File: src/rtl/uart_reg_bridge.sv
// -----------------------------------------------------------------------------
// uart_reg_bridge
//
// Byte-level command parser and register bank sitting between the UART RX FIFO
// and the UART TX FIFO. It pops request frames from the RX FIFO, executes them
// against an internal bank of 8-bit registers, and pushes a two-byte response
// frame into the TX FIFO.
//
// Request : A5, CMD, ADDR, [DATA when CMD=01], CSUM  (CSUM = XOR of CMD/ADDR/DATA)
// Response: 5A, RSP  (RSP = 06 write ack, read data, EE bad checksum, EF bad addr)
//
// Parameters
//   NREGS    number of 8-bit registers (2..256), addresses 0..NREGS-1
//   TIMEOUT  inter-byte timeout in clk cycles while inside a frame
//
// Ports
//   clk      system clock (shared with the UART)
//   rstn     asynchronous active-low reset
//   rdata    RX FIFO head byte, valid the cycle after rduart
//   rxempty  RX FIFO empty
//   rduart   RX FIFO pop strobe (single-cycle)
//   wdata    byte to TX FIFO, valid while wruart is high
//   wruart   TX FIFO push strobe (single-cycle)
//   txfull   TX FIFO full
//   regs     flattened register bank, reg i at bits [8i+7:8i]
//   err_cnt  saturating count of rejected frames
// -----------------------------------------------------------------------------
module uart_reg_bridge #(
   parameter int NREGS   = 16,
   parameter int TIMEOUT = 100000
) (
   input  logic               clk,
   input  logic               rstn,
   input  logic [7:0]         rdata,
   input  logic               rxempty,
   output logic               rduart,
   output logic [7:0]         wdata,
   output logic               wruart,
   input  logic               txfull,
   output logic [8*NREGS-1:0] regs,
   output logic [7:0]         err_cnt
);

   localparam int AW = (NREGS > 1) ? $clog2(NREGS) : 1;
   localparam int TW = $clog2(TIMEOUT + 1);

   localparam logic [7:0] HDR_BYTE = 8'hA5;
   localparam logic [7:0] RSP_HDR  = 8'h5A;
   localparam logic [7:0] CMD_WR   = 8'h01;
   localparam logic [7:0] CMD_RD   = 8'h02;
   localparam logic [7:0] RSP_ACK  = 8'h06;
   localparam logic [7:0] RSP_CSUM = 8'hEE;
   localparam logic [7:0] RSP_ADDR = 8'hEF;

   typedef enum logic [2:0] {
      S_HDR, S_CMD, S_ADDR, S_DATA, S_CSUM, S_EXEC, S_RSP0, S_RSP1
   } state_t;

   state_t        r_state;
   logic          r_rduart;    // pop strobe currently on the RX FIFO
   logic          r_valid;     // rdata holds the byte popped last cycle
   logic          r_wruart;
   logic [7:0]    r_wdata;
   logic [7:0]    r_cmd;
   logic [7:0]    r_addr;
   logic [7:0]    r_data;
   logic [7:0]    r_csum;      // running XOR of CMD/ADDR/DATA
   logic          r_csum_ok;
   logic [7:0]    r_rsp;       // response byte latched in EXEC
   logic [7:0]    r_err_cnt;
   logic [TW-1:0] r_tcnt;
   logic [7:0]    r_regs [NREGS];

   logic          w_rx_state;
   logic          w_fetch_idle;
   logic          w_timeout;
   logic          w_addr_ok;
   logic [AW-1:0] w_idx;
   logic [7:0]    w_rd_byte;

   function automatic logic [7:0] sat_inc(input logic [7:0] v);
      return (v == 8'hFF) ? v : v + 8'd1;
   endfunction

   assign w_rx_state   = (r_state == S_HDR)  || (r_state == S_CMD)  ||
                         (r_state == S_ADDR) || (r_state == S_DATA) ||
                         (r_state == S_CSUM);
   assign w_fetch_idle = !r_rduart && !r_valid;

   // A timeout only fires with no fetch in flight, so a byte already popped
   // is never silently dropped by the timeout path.
   assign w_timeout    = w_rx_state && (r_state != S_HDR) && w_fetch_idle &&
                         (r_tcnt >= TW'(TIMEOUT - 1));

   assign w_addr_ok    = int'(r_addr) < NREGS;
   assign w_idx        = r_addr[AW-1:0];
   assign w_rd_byte    = r_regs[w_idx];

   always_ff @(posedge clk or negedge rstn) begin
      if (!rstn) begin
         r_state   <= S_HDR;
         r_rduart  <= 1'b0;
         r_valid   <= 1'b0;
         r_wruart  <= 1'b0;
         r_wdata   <= 8'h00;
         r_cmd     <= 8'h00;
         r_addr    <= 8'h00;
         r_data    <= 8'h00;
         r_csum    <= 8'h00;
         r_csum_ok <= 1'b0;
         r_rsp     <= 8'h00;
         r_err_cnt <= 8'h00;
         r_tcnt    <= '0;
         // NOTE: the bank is plain flops visible on a port, not a RAM macro,
         //       so it is reset with the rest of the state.
         for (int i = 0; i < NREGS; i++) r_regs[i] <= 8'h00;
      end else begin
         // NOTE: every state element uses non-blocking assignments, so all
         //       branches see pre-edge values whatever the statement order;
         //       the defaults below are simply overridden later in the block.
         r_rduart <= 1'b0;
         r_wruart <= 1'b0;
         r_valid  <= r_rduart;

         if (w_rx_state) begin
            if (r_valid) begin
               // Byte capture. Chain the next pop straight away unless this
               // byte completes the frame, giving one byte every two cycles.
               r_tcnt   <= '0;
               r_rduart <= (r_state != S_CSUM) && !rxempty;
               case (r_state)
                  S_HDR: begin
                     if (rdata == HDR_BYTE) r_state <= S_CMD;
                  end
                  S_CMD: begin
                     r_cmd  <= rdata;
                     r_csum <= rdata;
                     if (rdata == CMD_WR || rdata == CMD_RD) begin
                        r_state <= S_ADDR;
                     end else begin
                        r_state   <= S_HDR;
                        r_err_cnt <= sat_inc(r_err_cnt);
                     end
                  end
                  S_ADDR: begin
                     r_addr  <= rdata;
                     r_csum  <= r_csum ^ rdata;
                     r_state <= (r_cmd == CMD_WR) ? S_DATA : S_CSUM;
                  end
                  S_DATA: begin
                     r_data  <= rdata;
                     r_csum  <= r_csum ^ rdata;
                     r_state <= S_CSUM;
                  end
                  default: begin  // S_CSUM
                     r_csum_ok <= (rdata == r_csum);
                     r_state   <= S_EXEC;
                  end
               endcase
            end else if (w_timeout) begin
               r_state   <= S_HDR;
               r_tcnt    <= '0;
               r_err_cnt <= sat_inc(r_err_cnt);
            end else begin
               // r_valid is low here, so idle simply means no pop last cycle.
               r_rduart <= !r_rduart && !rxempty;
               if (r_state == S_HDR) r_tcnt <= '0;
               else                  r_tcnt <= r_tcnt + TW'(1);
            end
         end else begin
            case (r_state)
               S_EXEC: begin
                  if (!r_csum_ok) begin
                     r_rsp     <= RSP_CSUM;
                     r_err_cnt <= sat_inc(r_err_cnt);
                  end else if (!w_addr_ok) begin
                     r_rsp     <= RSP_ADDR;
                     r_err_cnt <= sat_inc(r_err_cnt);
                  end else if (r_cmd == CMD_WR) begin
                     r_regs[w_idx] <= r_data;
                     r_rsp         <= RSP_ACK;
                  end else begin
                     r_rsp <= w_rd_byte;
                  end
                  // Issue the response header from EXEC when the TX FIFO has
                  // room; otherwise park in RSP0 until it does.
                  if (!txfull) begin
                     r_wruart <= 1'b1;
                     r_wdata  <= RSP_HDR;
                     r_state  <= S_RSP1;
                  end else begin
                     r_state  <= S_RSP0;
                  end
               end
               S_RSP0: begin
                  if (!txfull) begin
                     r_wruart <= 1'b1;
                     r_wdata  <= RSP_HDR;
                     r_state  <= S_RSP1;
                  end
               end
               S_RSP1: begin
                  if (!txfull) begin
                     r_wruart <= 1'b1;
                     r_wdata  <= r_rsp;
                     r_state  <= S_HDR;
                  end
               end
               default: r_state <= S_HDR;
            endcase
         end
      end
   end

   for (genvar gi = 0; gi < NREGS; gi++) begin : g_flat
      assign regs[8*gi +: 8] = r_regs[gi];
   end

   assign rduart  = r_rduart;
   assign wruart  = r_wruart;
   assign wdata   = r_wdata;
   assign err_cnt = r_err_cnt;

endmodule
File: config.mk
export PLATFORM = sky130hd
export DESIGN_NAME = uart_reg_bridge
export DESIGN_NICKNAME = d
export VERILOG_FILES = /design/src/rtl/uart_reg_bridge.sv
export SDC_FILE = /design/constraint.sdc
export NUM_CORES = 1
export LEC_CHECK = 0
export ABC_AREA = 1
export CORE_AREA = 3 3 135 137
export CTS_CLUSTER_DIAMETER = 40
export DETAILED_ROUTE_END_ITERATION = 7
export DIE_AREA = 0 0 138 140
export PLACE_DENSITY = 0.83
export SYNTH_ARGS = -nofsm -noshare
export SYNTH_HDL_FRONTEND = slang
export SYNTH_SLANG_ARGS = --single-unit
File: constraint.sdc
create_clock -name clk -period 4.6 [get_ports clk]
set_input_delay 1.38 -clock clk [delete_from_list [all_inputs] [get_ports clk]]
set_output_delay 1.38 -clock clk [all_outputs]
set_load 0.05 [all_outputs]
# --- Word level (Yosys, flattened, before mapping) ---
# Cells that the tools add are included.
totals:
  ff_bits: 208
  input_bits: 12
  mem_bits_rw: 0
  rom_bits: 0
  wordCells: 138
  out_inout_bits: 146
  mem_count: 0
  latch_bits: 0
op_classes:
  add_sub_neg: 2
  reduce_logical: 34
  multipliers: 0
  magnitude_cmp: 4
  n_bitwise: 4
  n_mux: 42
  eq_ne: 23
  div: 0
  shift: 0
ops:
  columns: ["operator", "count"]
  rows:
  - ["2-to-1 mux 8 bit", 17]
  - ["bitwise mux 128 bit", 1]
  - ["2-to-1 mux 17 bit", 3]
  - ["binary-select mux 8 bit (select 4 bit)", 1]
  - ["demux 8 bit (select 4 bit)", 1]
  - ["case mux 8 bit (2 select lines)", 2]
  - ["2-to-1 mux 3 bit", 7]
  - ["adder 17 x 1 -> 17 bit, second input constant", 1]
  - [">= comparator 17 bit, second input constant", 1]
  - ["equality test 8 x 1 -> 1 bit, second input constant", 2]
  - ["equality test 8 bit, second input constant", 2]
  - ["!= test 3 bit, second input constant", 5]
  - ["AND reduction 3 bit", 5]
  - ["equality test 3 bit, second input constant", 4]
  - ["case mux 3 bit (4 select lines)", 1]
  - ["AND reduction 5 bit", 2]
  - ["case mux 3 bit (3 select lines)", 1]
  - ["adder 8 x 1 -> 8 bit, second input constant", 1]
  - ["equality test 8 x 2 -> 1 bit, second input constant", 1]
  - ["equality test 8 bit", 1]
  - ["less-than comparator 8 x 5 -> 1 bit, second input constant", 1]
  - ["AND reduction 4 bit", 2]
  - ["XOR 8 bit", 1]
  - ["logical AND 1 bit", 7]
  - ["other kinds (20)", 39]

# --- Longest topological paths before layout ---
# Gate-level depths: netlist of run 1.
depth:
  word_depth: 11
  depth_mapped: 12
  ltp_nobuf: 12

# --- Least setup slack after synthesis of run 1 ---
# Ideal clock, no wire load.
synth_timing:
  path_kind: "input to register"
  start: "input port rdata[1]"
  end: "register r_state[0]"
  setup_time_ns: 0.117
  slack_ns: 2.317
  path_stages: 6
  t_arrival_ns: 2.166
  required_time_ns: 4.483
  path_buffers: 0
  cell_sequence: "inv_1 > nand2_1 > o31ai_1 > nand3_1 > nand2_1 > nand2_1"
synth_between:
  elab_chain_cells: 3
synth_lines:
  columns: ["item", "line", "source"]
  rows:
  - ["from (decl)", "34", "input logic [7:0] rdata,"]
  - ["equality test 8 bit", "133", "if (rdata == HDR_BYTE) r_state <= S_CMD;"]
  - ["!= test 4 x 3 -> 1 bit (no source line)", null, null]
  - ["AND reduction 4 bit (no source line)", null, null]
  - ["to (signal assigned)", "148", "r_state <= (r_cmd == CMD_WR) ? S_DATA : S_CSUM;"]
  - ["to (decl)", "59", "state_t r_state;"]
# No other way between the ends.
# A chain may end at the register's enable or synchronous reset.

# --- Worst setup path after layout of run 1 ---
layout_timing:
  start: "register r_regs (netlist bit regs[104])"
  end: "output port regs[104]"
layout_lines:
  columns: ["item", "line", "source"]
  rows:
  - ["from (decl)", "72", "logic [7:0] r_regs [NREGS];"]
  - ["from (signal, indexed assignment)", "180", "r_regs[w_idx] <= r_data;"]
  - ["to (decl)", "40", "output logic [8*NREGS-1:0] regs,"]
# No word-level cell between the ends.

==> impl_results.md, run 1 <==
* Status: finished clean
* Total core area at 0.0172 mm2
* Type of origin of the critical path: flip-flop
* Relative slew margins at 20.6%
* Fin area at 0.0124 mm2
* Final net count at 1311
* Sequential share of the synthesized area at 53.5%
* Worst setup path startpoint: regs[104]$_DFFE_PN0P_
* Crit path arrival time at 1810 ps
* Remaining antenna violation count after routing at 0
* Site Rows at 48
* Total routed wirelength at 27600 um
* Switching Fraction at 25.5%
* Synth Area in Compound Gates at 13.9%
* Post-cts resize count at 0
* Crit. End Element: output pin
* Max-slew violation count at 0
* Initial antenna violation count at 0
* Layout area overhead at 27.4%
* CP top delay family: buffers and inverters
* Power Internal at 3.58 mW
* Die area at 0.0193 mm2
* Routed vias/inst at 5.75
* Mapped cell area at 0.00973 mm2
* Post-Syn Nets at 1167
* Hold path cells at 0
* Share of cells above drive strength 1 at 5.85%
* CTS Sinks at 208
* R2R depth at 9
* Comb power frac at 9.9%
* Starting DRC count in detailed routing at 879
* Routed length per instance at 17.9 um
* Syn Inst Count at 1153
* Kind of critical path: reg -> out
* Inserted Diodes at 0
* Reg-to-Reg End: regs[36]$_DFFE_PN0P_
* Min setup slack post-route at 1410 ps
* Crit share post-route at 69.3%
* Final Hold Vio Count at 0
* Clk pwr share at 48.3%
* First-pass GRT wire length at 45100 um
* Pin slew with the least headroom to its limit at 1190 ps
* # port buffers at 157
* Final setup violation count at 0
* Depth of the CTS H-tree at 1
* All-Layer GR Usage at 28.2%
* #FFs+latches synth at 208
* Num ports at 158
* Post-DP HPWL at 18900 um
* P_sw at 1.23 mW
* Hold path start: rduart$_DFF_PN0_
* Placer Congestion at 0.919
* Pin count of the biggest net entering global routing at 101
* Clock-pin transition on the worst setup and hold timing paths at 60 ps
* Power per cell area at 388 mW/mm2
* Starting density of the core at 56.7%
* Post CTS Setup Buffer Count at 0
* Leakage at 5.72 nW
* CTS Hold Bufs at 0
* TNS Setup at 0 ps
* Yosys warns at 0
* Synth Area per Inst at 8.44 um2
* Die width at 138 um
* Max clock buf depth at 3
* Post-layout min period at 3190 ps
* Main combinational cell family by area after synthesis: simple AND/OR/NAND/NOR gates
* Post-DP Area at 0.0114 mm2
* DRC Markers at 0
* Crit path depth at 1
* TritonCTS clock tree: built
* Chip height at 140 um
* Via count at 8867
* Post-synthesis mux area share at 0%
* Max FO, Critical Path at 3
* CP Cell Sequence: clkdlybuf4s50_1
* Grt ovf at 0
* Pre-CTS WS at 1560 ps
* CTS buffer count at 29
* Crit path buf inv count at 1
* Vias in the first global route at 8618
* CTS Root Cell: clkbuf_16
* Setup Skew at 15.1 ps
* Register share of total power at 41.8%
* Hold path endpoint: r_valid$_DFF_PN0_
* Adder-Cell Fraction of Synth Area at 0.257%
* Max FFs per register at 128
* Initial DRT Pass Iterations at 5
* Netlist cell types at 34
* RSZ-0062 raised after global routing: false
* Post-synthesis simple-gate area fraction at 23.9%
* Reg2reg setup slack at 1720 ps
* Synth Area in XOR/XNOR at 2.34%
* Worst path required time at 3220 ps
* Largest stage delay, worst path at 870 ps
* Peak VDD IR at 0.367 mV
* Reg-to-reg startpoint: r_state[1]$_DFFE_PN0P_
* HP Class: reg -> reg
* Final design utilization at 72.2%
* Max-cap violations at 0
* Critical path's slowest cell: clkdlybuf4s50_1
* Fmax at 313 MHz
* Worst-skew pair later-pin latency at 530 ps
[metrics by stage]
stage	hold WS [ps]	power [mW]	instances
detailed placement	413	2.51	1491
CTS	432	4.83	1542
global placement	420	2.50	1491
global route	443	4.98	1542
finish	429	4.81	1542
floorplan	444	2.34	1153
[synth_stat cells, drive strengths merged]
master	count	area [um2]
o41ai	1	8.76
nand3	53	378
o21a	1	7.51
nor3	7	35.0
clkinv	1	3.75
nor2	64	268
inv	80	300
o31ai	1	7.51
a31oi	1	6.26
ha	2	25.0
nand3b	2	15.0
clkbuf	25	93.8
xor2	18	158
nor2b	1	6.26
a21oi	10	50.1
o21bai	1	7.51
xnor2	8	70.1
a22oi	44	330
o21ai	175	876
nand2	387	1460
buf	27	203
o22ai	9	56.3
dfrtp	208	5200
nand4	27	169
[final cells by class]
cell class | count | area [um2]
flip-flops and latches | 208 | 5200
multi-input cells | 812 | 3930
fillers | 1261 | 4780
clock inverters | 16 | 238
inverters | 81 | 304
repair buffers | 165 | 1650
well taps | 225 | 282
clock buffers | 35 | 788
[cell usage in the layout, fill, tap and decap left out, types with 10 or more instances in the layout]
| cell | n |
|---|---|
| a21oi_1 | 10 |
| nand2_1 | 386 |
| o21ai_0 | 163 |
| a22oi_1 | 44 |
| xor2_1 | 18 |
| clkdlybuf4s50_1 | 156 |
| dfrtp_1 | 208 |
| o21ai_1 | 12 |
| nor2_1 | 57 |
| inv_1 | 78 |
| clkbuf_16 | 29 |
| nand4_1 | 27 |
| nand3_1 | 44 |
[kinds of logic (layout without fill, tap and decap cells)]
group,after synthesis,in the layout
buffers and inverters,133,297
AND/OR/NAND/NOR,541,541
flip-flops,208,208
XOR/XNOR,26,26
AO/OA/AOI/OAI,243,243
adder cells (fa/ha/maj),2,2
[power by group through the flow]
stage / Clock [mW] / Sequential, mW / Combinational [mW]
3_3_place_gp: 0 / 2.03 / 0.462
5_1_grt: 2.43 / 2.02 / 0.534
4_1_cts: 2.34 / 2.01 / 0.479
3_5_place_dp: 0 / 2.04 / 0.474
2_1_floorplan: 0 / 2.09 / 0.249
6_report: 2.32 / 2.01 / 0.475
[worst max path at each step]
stage | slack [ps] | endpoint
after floorplan | 2320 | r_state[0]$_DFFE_PN0P_
after global placement | 1680 | err_cnt[6]$_DFFE_PN0P_
after detailed placement | 1560 | err_cnt[7]$_DFFE_PN0P_
after CTS | 1410 | regs[96]
after global routing | 1380 | regs[104]
final | 1410 | regs[104]
[routing by layer]
| layer | part of all wire [%] | up-vias | track usage (%) |
|---|---|---|---|
| met5 | 0 | - | 0 |
| met3 | 8.5 | 73 | 5.36 |
| met2 | 47 | 439 | 44.6 |
| met1 | 42 | 4251 | 40.1 |
| li1 | - | 4104 | - |
| met4 | 2.9 | 0 | 8.48 |
Note: power is estimated with default switching activity, not from simulation.
==> run 2: changes to the inputs <==
--- a/config.mk
+++ b/config.mk
@@ -6,11 +6,11 @@
 export NUM_CORES = 1
 export LEC_CHECK = 0
 export ABC_AREA = 1
-export CORE_AREA = 3 3 135 137
+export CORE_AREA = 3 3 139 141
 export CTS_CLUSTER_DIAMETER = 40
 export DETAILED_ROUTE_END_ITERATION = 7
-export DIE_AREA = 0 0 138 140
-export PLACE_DENSITY = 0.83
+export DIE_AREA = 0 0 142 144
+export PLACE_DENSITY = 0.79
 export SYNTH_ARGS = -nofsm -noshare
 export SYNTH_HDL_FRONTEND = slang
 export SYNTH_SLANG_ARGS = --single-unit
==> constraint.sdc (replaced) <==
create_clock -name clk -period 3.3 [get_ports clk]
set_input_delay 0.99 -clock clk [delete_from_list [all_inputs] [get_ports clk]]
set_output_delay 0.99 -clock clk [all_outputs]
set_load 0.05 [all_outputs]
==> impl_results.md, run 2 (synthesized netlist as in run 1, its figures left out) <==
* Status: finished clean
* Post-cts resize count at 0
* GRT met3 Usage at 4.96%
* Post CTS Setup Buffer Count at 0
* Max-cap violations at 0
* Worst-skew pair later-pin latency at 550 ps
* Total routed wirelength at 28200 um
* Gr busiest metal: met2
* Initial DRT Pass Iterations at 5
* Initial antenna violation count at 0
* Post-DP Area at 0.0114 mm2
* Post-layout min period at 2800 ps
* Max clock buf depth at 3
* Met1 Use GR at 39.9%
* Max-slew violation count at 0
* Via count at 8847
* Reg-to-reg startpoint: r_state[1]$_DFFE_PN0P_
* All-Layer GR Usage at 27.5%
* HP Class: reg -> reg
* Kind of critical path: reg -> out
* Setup Skew at 22.7 ps
* Num ports at 158
* Hold path start: rduart$_DFF_PN0_
* Remaining antenna violation count after routing at 0
* Starting DRC count in detailed routing at 857
* Crit path buf inv count at 1
* Power per cell area at 546 mW/mm2
* Routed length per instance at 18.1 um
* CTS Root Cell: clkbuf_16
* Final setup violation count at 0
* CTS buffer count at 31
* Relative slew margins at 31.1%
* Register share of total power at 40.9%
* Clock-pin transition on the worst setup and hold timing paths at 50 ps
* Commonest cells after routing, fill and taps aside: 386 x nand2_1, 208 x dfrtp_1, 163 x o21ai_0, 156 x clkdlybuf4s50_1, 78 x inv_1
* Depth of the CTS H-tree at 1
* Vias in the first global route at 8614
* Reg-to-Reg End: regs[67]$_DFFE_PN0P_
* Inserted Diodes at 0
* Post-DP HPWL at 19300 um
* Reg2reg setup slack at 920 ps
* RSZ-0062 raised after global routing: false
* DRC Markers at 0
* Pin count of the biggest net entering global routing at 78
* CTS Hold Bufs at 0
* Die area at 0.0204 mm2
* Routed vias/inst at 5.67
* Fmax at 357 MHz
* Worst path required time at 2310 ps
* Site Rows at 49
* Final net count at 1321
* Leading cell type in the layout, fill and taps excluded: nand2_1
* Critical path's slowest cell: clkdlybuf4s50_1
* Die width at 142 um
* Placed insts at 1503
* TritonCTS clock tree: built
* Total core area at 0.0181 mm2
* Max FO, Critical Path at 5
* Final design utilization at 69.3%
* Hold path cells at 0
* Largest stage delay, worst path at 860 ps
* # port buffers at 157
* Grt ovf at 0
* Starting density of the core at 53.8%
* Max FFs per register at 128
* First-pass GRT wire length at 45400 um
* Overall power at 6.85 mW
* Crit path arrival time at 1810 ps
* R2R depth at 9
* CTS Sinks at 208
* Chip height at 144 um
* Leakage at 5.80 nW
* Final Hold Vio Count at 0
* Crit share post-route at 84.9%
* TNS Setup at 0 ps
* Placer Congestion at 0.901
* Peak VDD IR at 0.401 mV
* P_sw at 1.89 mW
* CP top delay family: buffers and inverters
* Comb power frac at 9.9%
* Hold path endpoint: r_valid$_DFF_PN0_
* CP Cell Sequence: clkdlybuf4s50_1
* Crit. End Element: output pin
* Clk pwr share at 49.2%
* Fin area at 0.0125 mm2
* Type of origin of the critical path: flip-flop
* Power Internal at 4.96 mW
* Share of cells above drive strength 1 at 6.99%
* Switching Fraction at 27.6%
* Post-Layout Cell Count at 1560
* Global routing usage on met2 at 42.9%
* Layout area overhead at 28.8%
* Pin slew with the least headroom to its limit at 1030 ps
==> run 2: routing by layer <==
metal	vias to the layer above	part of all wire [%]
met2	407	46
met1	4248	44
met3	59	7.5
met4	0	2.6
li1	4133	-
met5	-	0
==> run 2: power groups by stage <==
stage	Sequential [mW]	Clock [mW]	Combinational, mW
2_1_floorplan	2.92	0	0.348
3_3_place_gp	2.83	0	0.652
3_5_place_dp	2.84	0	0.667
4_1_cts	2.80	3.39	0.681
5_1_grt	2.82	3.53	0.753
6_report	2.80	3.37	0.678
==> run 2: worst max path at each step <==
stage	from	to	slack [ps]	cells after the start
2_1_floorplan	rdata[1]	r_state[0]$_DFFE_PN0P_	1410	6
3_3_place_gp	rdata[6]	r_state[1]$_DFFE_PN0P_	760	7
3_5_place_dp	rdata[6]	r_state[2]$_DFFE_PN0P_	640	7
4_1_cts	regs[67]$_DFFE_PN0P_	regs[67]	490	1
5_1_grt	err_cnt[5]$_DFFE_PN0P_	err_cnt[5]	460	1
6_report	err_cnt[2]$_DFFE_PN0P_	err_cnt[2]	500	1
==> run 2: cell type report <==
class                      instances  area (um2)
clock inverter                    24         283
clock buffer                      33         803
timing repair buffer             173        1720
multi-input combinational        812        3930
tap                              229         287
fill                            1380        5550
sequential                       208        5200
inverter                          81         304
==> run 2: stage by stage <==
stage	hold WS, ps	worst slack (ps)
final	413	499
after CTS	416	489
after global placement	416	764
after detailed placement	398	638
after floorplan	444	1410
after global routing	452	460
